[src/rtl/sched_pkg.sv]
// Shared types and widths for the per-scanline sprite scheduler.
package sched_pkg;

    typedef enum logic [1:0] {
        S_IDLE   = 2'd0,
        S_SCAN   = 2'd1,
        S_COMMIT = 2'd2
    } state_t;

    localparam int DEF_N_OBJ   = 8;
    localparam int DEF_N_SLOTS = 4;
    localparam int LINE_W      = 10;
    localparam int ROW_W       = 7;
    // Widest object index needed for the largest table (64 objects).
    localparam int ID_MAX_W    = 6;

    typedef struct packed {
        logic                valid;
        logic [ID_MAX_W-1:0] id;
        logic [ROW_W-1:0]    row;
    } slot_t;

endpackage

[src/rtl/sprite_hit_cmp.sv]
// Combinational test of whether one object covers the latched line,
// and which row of the object that line falls on.
module sprite_hit_cmp
    import sched_pkg::*;
(
    input  logic [LINE_W-1:0] line_i,
    input  logic [LINE_W-1:0] y_i,
    input  logic [ROW_W-1:0]  h_i,
    input  logic              valid_i,
    output logic              hit_o,
    output logic [ROW_W-1:0]  row_o
);

    // One extra bit so a line above the object's top shows up as a borrow.
    logic [LINE_W:0] diff;

    assign diff  = {1'b0, line_i} - {1'b0, y_i};
    assign hit_o = valid_i && !diff[LINE_W] &&
                   (diff < {{(LINE_W + 1 - ROW_W){1'b0}}, h_i});
    assign row_o = diff[ROW_W-1:0];

endmodule

[src/rtl/sprite_line_scheduler.sv]
// Per-scanline sprite scheduler: during horizontal blank, walks the object
// table one entry per cycle and packs the first N_SLOTS hits (lowest index
// first) into render slots, committed together at the end of the pass.
// Optional build macro SCHED_OVF_CNT_EN adds ovf_lines, a saturating count
// of committed lines that had more hits than slots.
//
// state    | meaning
// S_IDLE   | waiting for hblank_start; outputs hold the last commit
// S_SCAN   | evaluating object idx against the latched line
// S_COMMIT | copying working slots and overflow to the outputs
module sprite_line_scheduler
    import sched_pkg::*;
#(
    parameter int N_OBJ   = DEF_N_OBJ,
    parameter int N_SLOTS = DEF_N_SLOTS,
    parameter int ID_W    = $clog2(N_OBJ)
) (
    input  logic                      VGA_CLK,
    input  logic                      reset,
    input  logic                      hblank_start,
    input  logic [LINE_W-1:0]         next_line,
    input  logic [N_OBJ-1:0]          obj_valid,
    input  logic [N_OBJ*LINE_W-1:0]   obj_y,
    input  logic [N_OBJ*ROW_W-1:0]    obj_h,
    output logic [N_SLOTS-1:0]        slot_valid,
    output logic [N_SLOTS*ID_W-1:0]   slot_id,
    output logic [N_SLOTS*ROW_W-1:0]  slot_row,
    output logic                      sched_done,
    output logic                      overflow,
    output logic                      busy
`ifdef SCHED_OVF_CNT_EN
    ,
    output logic [15:0]               ovf_lines
`endif
);

    localparam int CNT_W = $clog2(N_SLOTS + 1);

    state_t             state_q;
    logic [ID_W-1:0]    idx_q;
    logic [CNT_W-1:0]   cnt_q;
    logic [LINE_W-1:0]  line_q;
    slot_t              work_q [N_SLOTS];
    slot_t              out_q  [N_SLOTS];
    logic               work_ovf_q;
    logic               ovf_q;
    logic               done_q;

    logic               sel_valid;
    logic [LINE_W-1:0]  sel_y;
    logic [ROW_W-1:0]   sel_h;
    logic               hit;
    logic [ROW_W-1:0]   row;

    // Route the object under evaluation to the single shared comparator.
    always_comb begin
        sel_valid = 1'b0;
        sel_y     = '0;
        sel_h     = '0;
        for (int i = 0; i < N_OBJ; i++) begin
            if (idx_q == ID_W'(i)) begin
                sel_valid = obj_valid[i];
                sel_y     = obj_y[i*LINE_W +: LINE_W];
                sel_h     = obj_h[i*ROW_W +: ROW_W];
            end
        end
    end

    sprite_hit_cmp u_hit_cmp (
        .line_i  (line_q),
        .y_i     (sel_y),
        .h_i     (sel_h),
        .valid_i (sel_valid),
        .hit_o   (hit),
        .row_o   (row)
    );

    // Scan FSM; a new hblank_start in any state restarts the pass, which
    // also drops a pending commit so the outputs keep the previous line.
    always_ff @(posedge VGA_CLK or posedge reset) begin
        if (reset) begin
            state_q    <= S_IDLE;
            idx_q      <= '0;
            cnt_q      <= '0;
            line_q     <= '0;
            work_ovf_q <= 1'b0;
            ovf_q      <= 1'b0;
            done_q     <= 1'b0;
            for (int k = 0; k < N_SLOTS; k++) begin
                work_q[k] <= '0;
                out_q[k]  <= '0;
            end
        end else begin
            done_q <= 1'b0;
            if (hblank_start) begin
                line_q     <= next_line;
                idx_q      <= '0;
                cnt_q      <= '0;
                work_ovf_q <= 1'b0;
                for (int k = 0; k < N_SLOTS; k++) begin
                    work_q[k] <= '0;
                end
                state_q    <= S_SCAN;
            end else begin
                case (state_q)
                    S_SCAN: begin
                        if (hit) begin
                            if (int'(cnt_q) < N_SLOTS) begin
                                for (int k = 0; k < N_SLOTS; k++) begin
                                    if (cnt_q == CNT_W'(k)) begin
                                        work_q[k] <= '{valid: 1'b1,
                                                       id:    ID_MAX_W'(idx_q),
                                                       row:   row};
                                    end
                                end
                                cnt_q <= cnt_q + 1'b1;
                            end else begin
                                work_ovf_q <= 1'b1;
                            end
                        end
                        if (int'(idx_q) == N_OBJ - 1) begin
                            state_q <= S_COMMIT;
                        end else begin
                            idx_q <= idx_q + 1'b1;
                        end
                    end
                    S_COMMIT: begin
                        for (int k = 0; k < N_SLOTS; k++) begin
                            out_q[k] <= work_q[k];
                        end
                        ovf_q   <= work_ovf_q;
                        done_q  <= 1'b1;
                        state_q <= S_IDLE;
                    end
                    default: state_q <= S_IDLE;
                endcase
            end
        end
    end

`ifdef SCHED_OVF_CNT_EN
    // Saturating count of committed lines that dropped objects.
    always_ff @(posedge VGA_CLK or posedge reset) begin
        if (reset) begin
            ovf_lines <= '0;
        end else if (state_q == S_COMMIT && !hblank_start && work_ovf_q &&
                     ovf_lines != 16'hFFFF) begin
            ovf_lines <= ovf_lines + 16'd1;
        end
    end
`endif

    // Flatten committed slot records onto the compositor-facing buses.
    always_comb begin
        slot_valid = '0;
        slot_id    = '0;
        slot_row   = '0;
        for (int k = 0; k < N_SLOTS; k++) begin
            slot_valid[k]                = out_q[k].valid;
            slot_id[k*ID_W +: ID_W]      = ID_W'(out_q[k].id);
            slot_row[k*ROW_W +: ROW_W]   = out_q[k].row;
        end
    end

    assign sched_done = done_q;
    assign overflow   = ovf_q;
    assign busy       = (state_q != S_IDLE);

endmodule

[config.mk]
export PLATFORM = sky130hd
export DESIGN_NAME = sprite_line_scheduler
export DESIGN_NICKNAME = d
export VERILOG_FILES = /design/src/rtl/sched_pkg.sv /design/src/rtl/sprite_hit_cmp.sv /design/src/rtl/sprite_line_scheduler.sv
export SDC_FILE = /design/constraint.sdc
export NUM_CORES = 1
export LEC_CHECK = 0
export ABC_AREA = 1
export CAP_MARGIN = 10
export CORE_MARGIN = 5
export CORE_UTILIZATION = 48
export DETAILED_ROUTE_END_ITERATION = 6
export PLACE_DENSITY = 0.83
export SYNTH_ARGS = -nofsm -noshare
export SYNTH_HDL_FRONTEND = slang
export SYNTH_HIERARCHICAL = 1
export SYNTH_SLANG_ARGS = --single-unit
[constraint.sdc]
create_clock -name VGA_CLK -period 4.9 [get_ports VGA_CLK]
set_clock_uncertainty 0.15 [all_clocks]
set_input_delay 1.47 -clock VGA_CLK [delete_from_list [all_inputs] [get_ports VGA_CLK]]
set_output_delay 1.47 -clock VGA_CLK [all_outputs]
set_load 0.03 [all_outputs]
# Word-level counts from Yosys, hierarchy flattened
# Cells that the tools add are included.
dict set report word_totals {
  ff_bits 109
  wordCells 122
  input_bits 157
  output_inout_bits 47
}
dict set report op_classes {
  mux 48
  n_bitwise 1
  order_cmp 2
  n_eq_ne 16
  add_sub_neg 3
  reduce_logical 21
}
# operator count
set ops {}
lappend ops {{two-way mux 56 bit} 4}
lappend ops {{two-way mux 10 bit} 8}
lappend ops {{two-way mux 14 bit} 4}
lappend ops {{two-way mux 7 bit} 8}
lappend ops {{two-way mux 3 bit} 7}
lappend ops {{AND reduction 4 bit} 4}
lappend ops {{nonzero test 2 bit} 8}
lappend ops {{two-way mux 1 bit} 14}
lappend ops {{== test 3 x 2 -> 1 bit (second input constant)} 4}
lappend ops {{== test 3 bit (second input constant)} 4}
lappend ops {{less-than comparator 11 x 7 -> 1 bit} 1}
lappend ops {{subtractor 10 x 10 -> 11 bit} 1}
lappend ops {{== test 3 x 1 -> 1 bit (second input constant)} 3}
lappend ops {{adder 3 x 1 -> 3 bit (second input constant)} 2}
lappend ops {{zero test 3 bit} 2}
lappend ops {{two-way mux 2 bit} 3}
lappend ops {{AND reduction 3 bit} 2}
lappend ops {{!= test 2 bit (second input constant)} 2}
lappend ops {{AND reduction 2 bit} 2}
lappend ops {{less-than comparator 3 bit (second input constant)} 1}
lappend ops {{!= test 3 bit (second input constant)} 1}
lappend ops {{== test 2 x 1 -> 1 bit (second input constant)} 1}
lappend ops {{== test 2 bit (second input constant)} 1}
lappend ops {{logical AND 1 bit} 2}
lappend ops {{2 further kinds} 2}

# Depth between registers and ports, before layout
# Gate-level depths: netlist (run 1).
dict set report depth {
  ltp_word 16
  mapped_depth 35
}

# By module
# Netlist (run 1), hierarchy kept.
# module cells_each seq_area_each_um2 n_inst area_per_inst_um2
set modules_own_cells {}
lappend modules_own_cells {sprite_line_scheduler 893 2727.6 1 6211.0}
lappend modules_own_cells {sprite_hit_cmp 140 0.0 1 755.7}

# Least setup slack after synthesis (run 1)
# No wires, ideal clock.
dict set report synth_path {
  path_type {input -> register}
  from {input obj_y[0]}
  to {register work_q[23] (netlist bit)}
  n_path_buf 0
  stages 28
  setup_slack_ps 211
  setup_time_ps 125
  t_arrival_ps 4414
  t_required_ps 4625
  cell_sequence {inv_1 nor2_1 nand2_1 nand3_1 nand3_1 nand2_1 nand2_1 nand2_1 nand2_1 nand2_1 ha_1 inv_1 fa_1 nand2_1 nand3_1 nand2_1 xnor2_1 ha_1 a21oi_1 nand2_1 a21oi_1 nor2_1 nor2_1 nand3_2 nor2_4 nand2_1 nand2_4 mux2_2}
}
# element line_no
set synth_rtl {}
lappend synth_rtl {{start: declaration} sprite_line_scheduler.sv:23} ;# input logic [N_OBJ*LINE_W-1:0] obj_y,
lappend synth_rtl {{two-way mux 10 bit (8 in series)} sprite_line_scheduler.sv:61} ;# if (idx_q == ID_W'(i)) begin
lappend synth_rtl {{named net sel_y[0]} sprite_line_scheduler.sv:50} ;# logic [LINE_W-1:0] sel_y;
lappend synth_rtl {{subtractor 10 x 10 -> 11 bit} sprite_hit_cmp.sv:17} ;# assign diff = {1'b0, line_i} - {1'b0, y_i};
lappend synth_rtl {{named net row[4]} sprite_line_scheduler.sv:53} ;# logic [ROW_W-1:0] row;
lappend synth_rtl {{less-than comparator 11 x 7 -> 1 bit} sprite_hit_cmp.sv:19} ;# (diff < {{(LINE_W + 1 - ROW_W){1'b0}}, h_i});
lappend synth_rtl {{logical AND 1 bit} sprite_hit_cmp.sv:18} ;# assign hit_o = valid_i && !diff[LINE_W] &&
lappend synth_rtl {{named net hit} sprite_line_scheduler.sv:52} ;# logic hit;
lappend synth_rtl {{nonzero test 2 bit (no source line)} n/a}
lappend synth_rtl {{AND reduction 4 bit (no source line)} n/a}
lappend synth_rtl {{end signal: indexed assignment} sprite_line_scheduler.sv:111} ;# work_q[k] <= '{valid: 1'b1,
lappend synth_rtl {{end: declaration} sprite_line_scheduler.sv:43} ;# slot_t work_q [N_SLOTS];
# The timed path passes the listed nets, and every way through them passes these cells.
# A chain may end at the register's enable or synchronous reset.

# Worst setup path after layout (run 1)
dict set report layout_path {
  from {input obj_y[22]}
  to {register work_q[37] (netlist bit)}
}
# element line_no
set layout_rtl {}
lappend layout_rtl {{two-way mux 10 bit (6 in series)} sprite_line_scheduler.sv:61}
lappend layout_rtl {{named net sel_y[2]} sprite_line_scheduler.sv:50}
lappend layout_rtl {{subtractor 10 x 10 -> 11 bit} sprite_hit_cmp.sv:17}
lappend layout_rtl {{named net row[4]} sprite_line_scheduler.sv:53}
lappend layout_rtl {{less-than comparator 11 x 7 -> 1 bit} sprite_hit_cmp.sv:19}
lappend layout_rtl {{logical AND 1 bit} sprite_hit_cmp.sv:18}
lappend layout_rtl {{named net hit} sprite_line_scheduler.sv:52}
lappend layout_rtl {{nonzero test 2 bit (no source line)} n/a}
lappend layout_rtl {{AND reduction 4 bit (no source line)} n/a}
# The timed path passes the listed nets, and every way through them passes these cells.

==> results of run 1 <==
==> per-layer routing <==
metal  part of all wire (%)  up-vias
met5                      0        -
met4                    2.6        0
met3                    7.1       51
met2                     51      270
met1                     39     3209
li1                       -     3567
==> cells in the final DEF (no fill, tap or decap), drive strengths merged, types with 13 or more instances in the layout <==
master,instances
buf,51
clkdlybuf4s50,183
o21ai,85
nor2,114
a21oi,14
dfrtp,109
dlymetal6s2s,18
nand3,68
or2,19
nand2,377
clkbuf,13
ha,27
inv,158
==> area by class of cell <==
cell class	instances	area share (%)
multi-input cells	720	35.7
flip-flops and latches	109	27.1
repair buffers	255	25.8
inverters	158	5.99
clock buffers	10	2.38
well taps	184	2.29
clock inverters	6	0.635
diodes	2	0.0498
==> synthesized netlist by cell type, drive strengths merged <==
| cell | number |
|---|---|
| and3 | 1 |
| buf | 35 |
| clkinv | 2 |
| ha | 27 |
| fa | 1 |
| xor2 | 3 |
| nand3 | 68 |
| o31ai | 1 |
| a21oi | 14 |
| nor3 | 2 |
| xnor2 | 2 |
| nand2 | 377 |
| o21ai | 85 |
| dfrtp | 109 |
| clkbuf | 11 |
| o22ai | 2 |
| inv | 156 |
| nand4 | 1 |
| mux2 | 3 |
| nor2 | 114 |
| or2 | 19 |
==> power groups by stage <==
stage / Sequential (mW) / Clock, mW / Combinational, mW
floorplan: 1.49 / 0 / 1.02
global placement: 1.25 / 0 / 2.07
detailed placement: 1.26 / 0 / 2.11
CTS: 1.25 / 0.738 / 2.22
global route: 1.28 / 0.777 / 2.68
finish: 1.25 / 0.737 / 2.44
==> state kept, by name, indices dropped and copies added (netlist names) <==
register,count
slot_row,28
work_ovf_q,1
work_q,44
slot_valid,4
state_q,2
overflow,1
line_q,10
cnt_q,3
slot_id,12
idx_q,3
sched_done,1
==> worst paths after layout <==
kind | startpoint | endpoint | slack (ns) | depth (start not counted)
worst max-delay path | obj_y[22] | work_q[37] | 0.12 | 26
worst min-delay path | slot_id[8] | slot_id[8] | 0.33 | 2
worst max register to register | idx_q[1] | work_q[37] | 0.24 | 30
worst min register to register | slot_id[8] | slot_id[8] | 0.33 | 2
max in group asynchronous | reset | line_q[3] | 2.48 | 3
min in group asynchronous | reset | slot_id[8] | 1.39 | 2
==> what timing repair did <==
action                                  in CTS  in global routing
cloned                                       1                  2
gates resized for setup                     32                 78
hold endpoints to repair                     0                  0
pin swaps                                   16                 52
endpoints found under the setup margin      42                 48
buffers inserted                             7                  1
==> cells by family after synthesis <==
kind of cell,Yosys count,synth area share (%)
simple gates,582,34.4
buf+inv,204,12.7
flops,109,39.2
compound gates,102,7.45
fa+ha+maj,28,5.14
xor+xnor,5,0.629
mux,3,0.485
==> stage by stage <==
step | area [µm²] | instances | power (mW) | hold WS, ns
finish | 10000 | 1444 | 4.43 | 0.330
global route | 10000 | 1444 | 4.73 | 0.349
CTS | 9770 | 1439 | 4.21 | 0.331
detailed placement | 9280 | 1415 | 3.37 | 0.312
global placement | 9280 | 1415 | 3.32 | 0.306
floorplan | 6970 | 1033 | 2.51 | 0.292
==> worst max-delay path, stage by stage <==
cell and delay [ns]:
clkdlybuf4s50_1 0.44, or2_1 0.09, nand3_1 0.06, nand2_1 0.08
nand2_1 0.07, nand2_1 0.08, nand2_1 0.05, nand2_1 0.07
inv_2 0.05, ha_4 0.32, nand2_4 0.07, nand3_4 0.08
nand2_4 0.07, xnor2_2 0.18, ha_1 0.29, a21oi_2 0.15
nand2_1 0.08, a21oi_2 0.15, nor2_2 0.06, nor2_2 0.12
nand3_2 0.11, nor2_4 0.16, buf_6 0.14, nand2_4 0.06
nand2_4 0.08, mux2_4 0.30
==> reports/metrics.yaml, run 1 <==
run_status:
  status: "finished clean"
timing:
  finalCritPeriodShare_pct: 97.5
  slew_headroom_pct: 49.7
  rsz0062_at_grt: "true"
  finalWorstSetupSlack_ns: 0.120
  finalCriticalPeriod_ns: 4.78
  setup_tns_ns: 0
  drv_slew: 0
  tightest_slew_ns: 0.753
  max_freq_ghz: 0.209
  setup_viol: 0
  hold_viol: 0
clock_network:
  clkSlewWorstSetupHoldPaths_ns: 0.08
  cts-root-buf: "clkbuf_16"
  tritoncts: "built"
  clockBufferDepth: 2
  numCtsBuffers: 9
  clock-sinks: 109
  clkLatencyLatePin_ns: 0.36
  cts_max_level: 3
  hold_buffers: 0
die:
  core_region_area_um2: 14400
  start_util_pct: 48.5
  dieHeight_um: 130
  ios: 204
  rows: 44
  die_area_um2: 17000
  chipWidth_um: 130
place:
  preCtsSetupSlack_ns: -0.546
  hpwlAfterDp_mm: 15.5
  routabilityCongestion: 0.915
  port_buffers: 203
logic_synthesis:
  synth.largest_area_cell: "dfrtp_1"
  synth_top_area_share_pct: 39.2
  ys_seq_elements: 109
  yosysWarnings: 6
  syn_inst: 1033
  synth_area_um2: 6970
  postSynthAreaPerCell_um2: 6.74
  ys_types: 35
  synthesis.nets: 1218
  synthTopCellsByArea: "dfrtp_1 (39%), nand2_1 (20%), inv_1 (8.2%)"
  synth-seq-area-share_pct: 39.2
pwr:
  p_comb_share_pct: 55.1
  p_seq_share_pct: 28.3
  p_switching_mw: 1.85
  p_int_mw: 2.58
  clock_power_share_pct: 16.6
  pwr_density_cell_nw_per_um2: 441
  switching_share_pct: 41.7
  irDropWorstVdd_mv: 0.254
  p_leak_nw: 5.25
layout:
  multi_input_area_um2: 3590
  area_delta_synth_final_pct: 44.2
  fill_cells: 1142
  register_area_um2: 2730
  layout-drive-gt1-share_pct: 11.3
  nNetsFinal: 1438
  utilization_pct: 69.9
worst_setup_path:
  crit_fanout: 7
  worstPathArrival_ns: 4.87
  end_kind: "flop"
  crit_required_ns: 4.99
  cp-start-kind: "input port"
  criticalPathCategory: "input port to flop"
global_route:
  grt_max_degree: 61
  grt_pass1_wl_mm: 32.4
  grt_use_met2_pct: 43.3
  grtUsageTotal_pct: 24.1
  met1_usage_pct: 29.1
  grt_antenna_before_repair: 2
  grt_pass1_vias: 6734
  use_met3_pct: 5.20
  grt-busiest-layer: "met2"
  grt_overflow: 0
detailed_routing:
  wl_per_cell_um: 14.8
  ant_nets: 0
  wirelength_mm: 21.4
  routed_via_density: 4.91
  drt_iter0_drc: 616
  drtPass1Iterations: 6
  num_vias: 7097
  drc: 0
hold_path:
  hold_class: "flop to flop"
run:
  drv_cap: 0
(Power assumes the default switching activity.)
==> run 2: changes to the inputs <==
==> constraint.sdc (replaced) <==
create_clock -name VGA_CLK -period 5.2 [get_ports VGA_CLK]
set_clock_uncertainty 0.15 [all_clocks]
set_input_delay 1.56 -clock VGA_CLK [delete_from_list [all_inputs] [get_ports VGA_CLK]]
set_output_delay 1.56 -clock VGA_CLK [all_outputs]
set_load 0.03 [all_outputs]
==> run 2 against run 1 <==
Against the previous run:
- register-to-register slack better by 0.12 ns
- die area stayed put
- critical path depth is 3 lower
- routed wire length is 2.4% lower
- final area is 1.5% lower
- via count is 0.13% higher
- first-iteration DRC count is 24% lower
- setup slack better by 0.052 ns
- largest cell class unchanged
==> reports/metrics.yaml, run 2 (synthesis results as in run 1) <==
run_status:
  status: "finished clean"
layout:
  register_area_um2: 2730  # about the same
  final_cells: 1440  # -0.28%
  utilization_pct: 68.9  # -1.0 points
  area_delta_synth_final_pct: 42.1
  final_common_cell: "nand2_1"
  multi_input_area_um2: 3530  # -1.6%
  fill_cells: 1181  # +3.4%
  nNetsFinal: 1434  # -0.28%
  layout_common_cells: "nand2_1 (360), clkdlybuf4s50_1 (195), inv_1 (149), nor2_1 (110), dfrtp_1 (108)"
  largest_register: "work_q"
  layout-drive-gt1-share_pct: 9.97  # -1.3 points
  largest_reg_flops: 44  # unchanged
pwr:
  p_int_mw: 2.46  # -4.6%
  totalPowerFinal_mw: 4.15  # -6.3%
  irDropWorstVdd_mv: 0.244  # -3.9%
  pwr_density_cell_nw_per_um2: 419  # -4.9%
  p_leak_nw: 5.08  # -3.2%
  p_comb_share_pct: 53.1  # -2.0 points
  p_seq_share_pct: 28.5  # +0.2 points
  p_switching_mw: 1.69  # -8.7%
  switching_share_pct: 40.6  # -1.1 points
  clock_power_share_pct: 18.4  # +1.8 points
timing:
  slew_headroom_pct: 60.3  # +11 points
  setup_viol: 0  # unchanged
  finalCriticalPeriod_ns: 5.03
  tightest_slew_ns: 0.596  # -0.157 ns
  setup_tns_ns: 0  # unchanged
  drv_slew: 0  # unchanged
  finalCritPeriodShare_pct: 96.7
  max_freq_ghz: 0.199
  hold_viol: 0  # unchanged
global_route:
  grt_overflow: 0  # unchanged
  grt_max_degree: 50  # -18%
  grt_antenna_before_repair: 3  # +1
  grtUsageTotal_pct: 23.5  # -0.65 points
  grt_pass1_wl_mm: 31.6  # -2.5%
  grt_pass1_vias: 6620  # -1.7%
worst_setup_path:
  end_kind: "flop"
  criticalPathCategory: "input port to flop"
  crit_path_top_delay_cell: "clkdlybuf4s50_1"
  worstPathArrival_ns: 5.11  # +0.24 ns
  path_cells: "clkdlybuf4s50_1, nor2_1, nor2_1, nand2_1, nand2_1, ha_2, inv_2, fa_2, nand2_2, nand3_2, nand2_2, xnor2_2, ha_1, a21oi_2, nand2_1, a21oi_2, nor2_2, nor2_2, nand3_2, nor2_4, nand2_2, nand2_4, mux2_4"
  cp-start-kind: "input port"
  slowest_delay_ns: 0.52  # +0.08 ns
  crit_fanout: 4  # -3
  crit_required_ns: 5.29  # +0.30 ns
clock_network:
  cts-root-buf: "clkbuf_16"
  clockBufferDepth: 2  # unchanged
  clock-sinks: 109  # unchanged
  clkLatencyLatePin_ns: 0.35  # about the same
  tritoncts: "built"
  clkSlewWorstSetupHoldPaths_ns: 0.07  # about the same
  cts_max_level: 3  # unchanged
  hold_buffers: 0  # unchanged
  numCtsBuffers: 9  # unchanged
run:
  drv_cap: 0  # unchanged
die:
  chipWidth_um: 130  # unchanged
  rows: 44  # unchanged
  dieHeight_um: 130  # unchanged
  die_area_um2: 17000  # unchanged
  ios: 204  # unchanged
  start_util_pct: 48.5  # unchanged
  core_region_area_um2: 14400  # unchanged
detailed_routing:
  drtPass1Iterations: 7  # +1
  wirelength_mm: 20.9  # -2.4%
  routed_via_density: 4.93  # +0.40%
  ant_nets: 0  # unchanged
  wl_per_cell_um: 14.5  # -2.2%
  drc: 0  # unchanged
  drt_iter0_drc: 466  # -24%
  num_vias: 7106  # +0.13%
place:
  hpwlAfterDp_mm: 15.6  # +0.71%
  routabilityCongestion: 0.928  # +1.5%
  dp_cells: 1413  # -0.14%
  port_buffers: 203  # unchanged
hold_path:
  hold_class: "flop to flop"
[run 2: changes by cell type in the layout (fill, tap and decap cells not counted), sizes merged]
cell / before / now
clkbuf: 13 / 11
clkdlybuf4s50: 183 / 195
dlymetal6s2s: 18 / 8
bufinv: 0 / 2
clkinv: 5 / 4
clkinvlp: 1 / 0
buf: 51 / 47
[run 2: layer usage]
| metal | track usage (%) | vias to the layer above | wire length, µm | part of all wire, % |
|---|---|---|---|---|
| met5 | 0 | - | 13 | 0.062 |
| met2 | 42.2 | 275 | 10500 | 50 |
| li1 | - | 3567 | - | - |
| met3 | 5.16 | 42 | 1600 | 7.7 |
| met1 | 28.0 | 3220 | 8240 | 39 |
| met4 | 7.44 | 2 | 562 | 2.7 |
[run 2: cell type report]
class | count | share of cell area (%)
Inverter | 158 | 6.07
Tap cell | 184 | 2.33
Antenna cell | 2 | 0.0506
Multi-Input combinational cell | 720 | 35.7
Clock buffer | 10 | 2.31
Sequential cell | 109 | 27.6
Timing Repair Buffer | 251 | 24.9
Clock inverter | 6 | 1.06
[run 2: through the flow]
stage,cell area (µm²),worst slack (ns),hold WS [ns]
2_1_floorplan,6970,0.421,0.292
3_3_place_gp,9240,-0.277,0.311
3_5_place_dp,9240,-0.365,0.315
4_1_cts,9590,0.0136,0.335
5_1_grt,9900,-0.0838,0.356
6_report,9900,0.172,0.332
[run 2: final timing paths]
| check | start | endpoint | slack, ns | cells past startpoint |
|---|---|---|---|---|
| min | line_q[6] | line_q[6] | 0.33 | 2 |
| max | obj_y[60] | work_q[9] | 0.17 | 23 |
| min in group asynchronous | reset | slot_id[0] | 1.47 | 2 |
| max in group asynchronous | reset | line_q[9] | 2.57 | 3 |
| min reg2reg | line_q[6] | line_q[6] | 0.33 | 2 |
| max reg2reg | idx_q[2] | work_q[9] | 0.36 | 27 |
[run 2: critical path, delay by kind of cell]
kind	cells	cell delay (ns)
and+or+nand+nor	14	1.35
buffers and inverters	2	0.57
adders and majority gates	3	0.93
muxes	1	0.32
AOI/OAI and AO/OA	2	0.29
xor gates and xnor gates	1	0.09
[run 2: power by group through the flow]
stage	clock, mW	combinational (mW)	sequential [mW]
6_report	0.762	2.20	1.18
5_1_grt	0.802	2.46	1.20
4_1_cts	0.764	1.99	1.18
3_5_place_dp	0	1.97	1.19
3_3_place_gp	0	1.93	1.18
2_1_floorplan	0	0.960	1.41
[run 2: repair_timing]
action	in CTS	in global routing
pin swaps	1	44
setup buffers	0	7
resized for setup	4	60
setup endpoints to repair	8	47
cloned	0	2
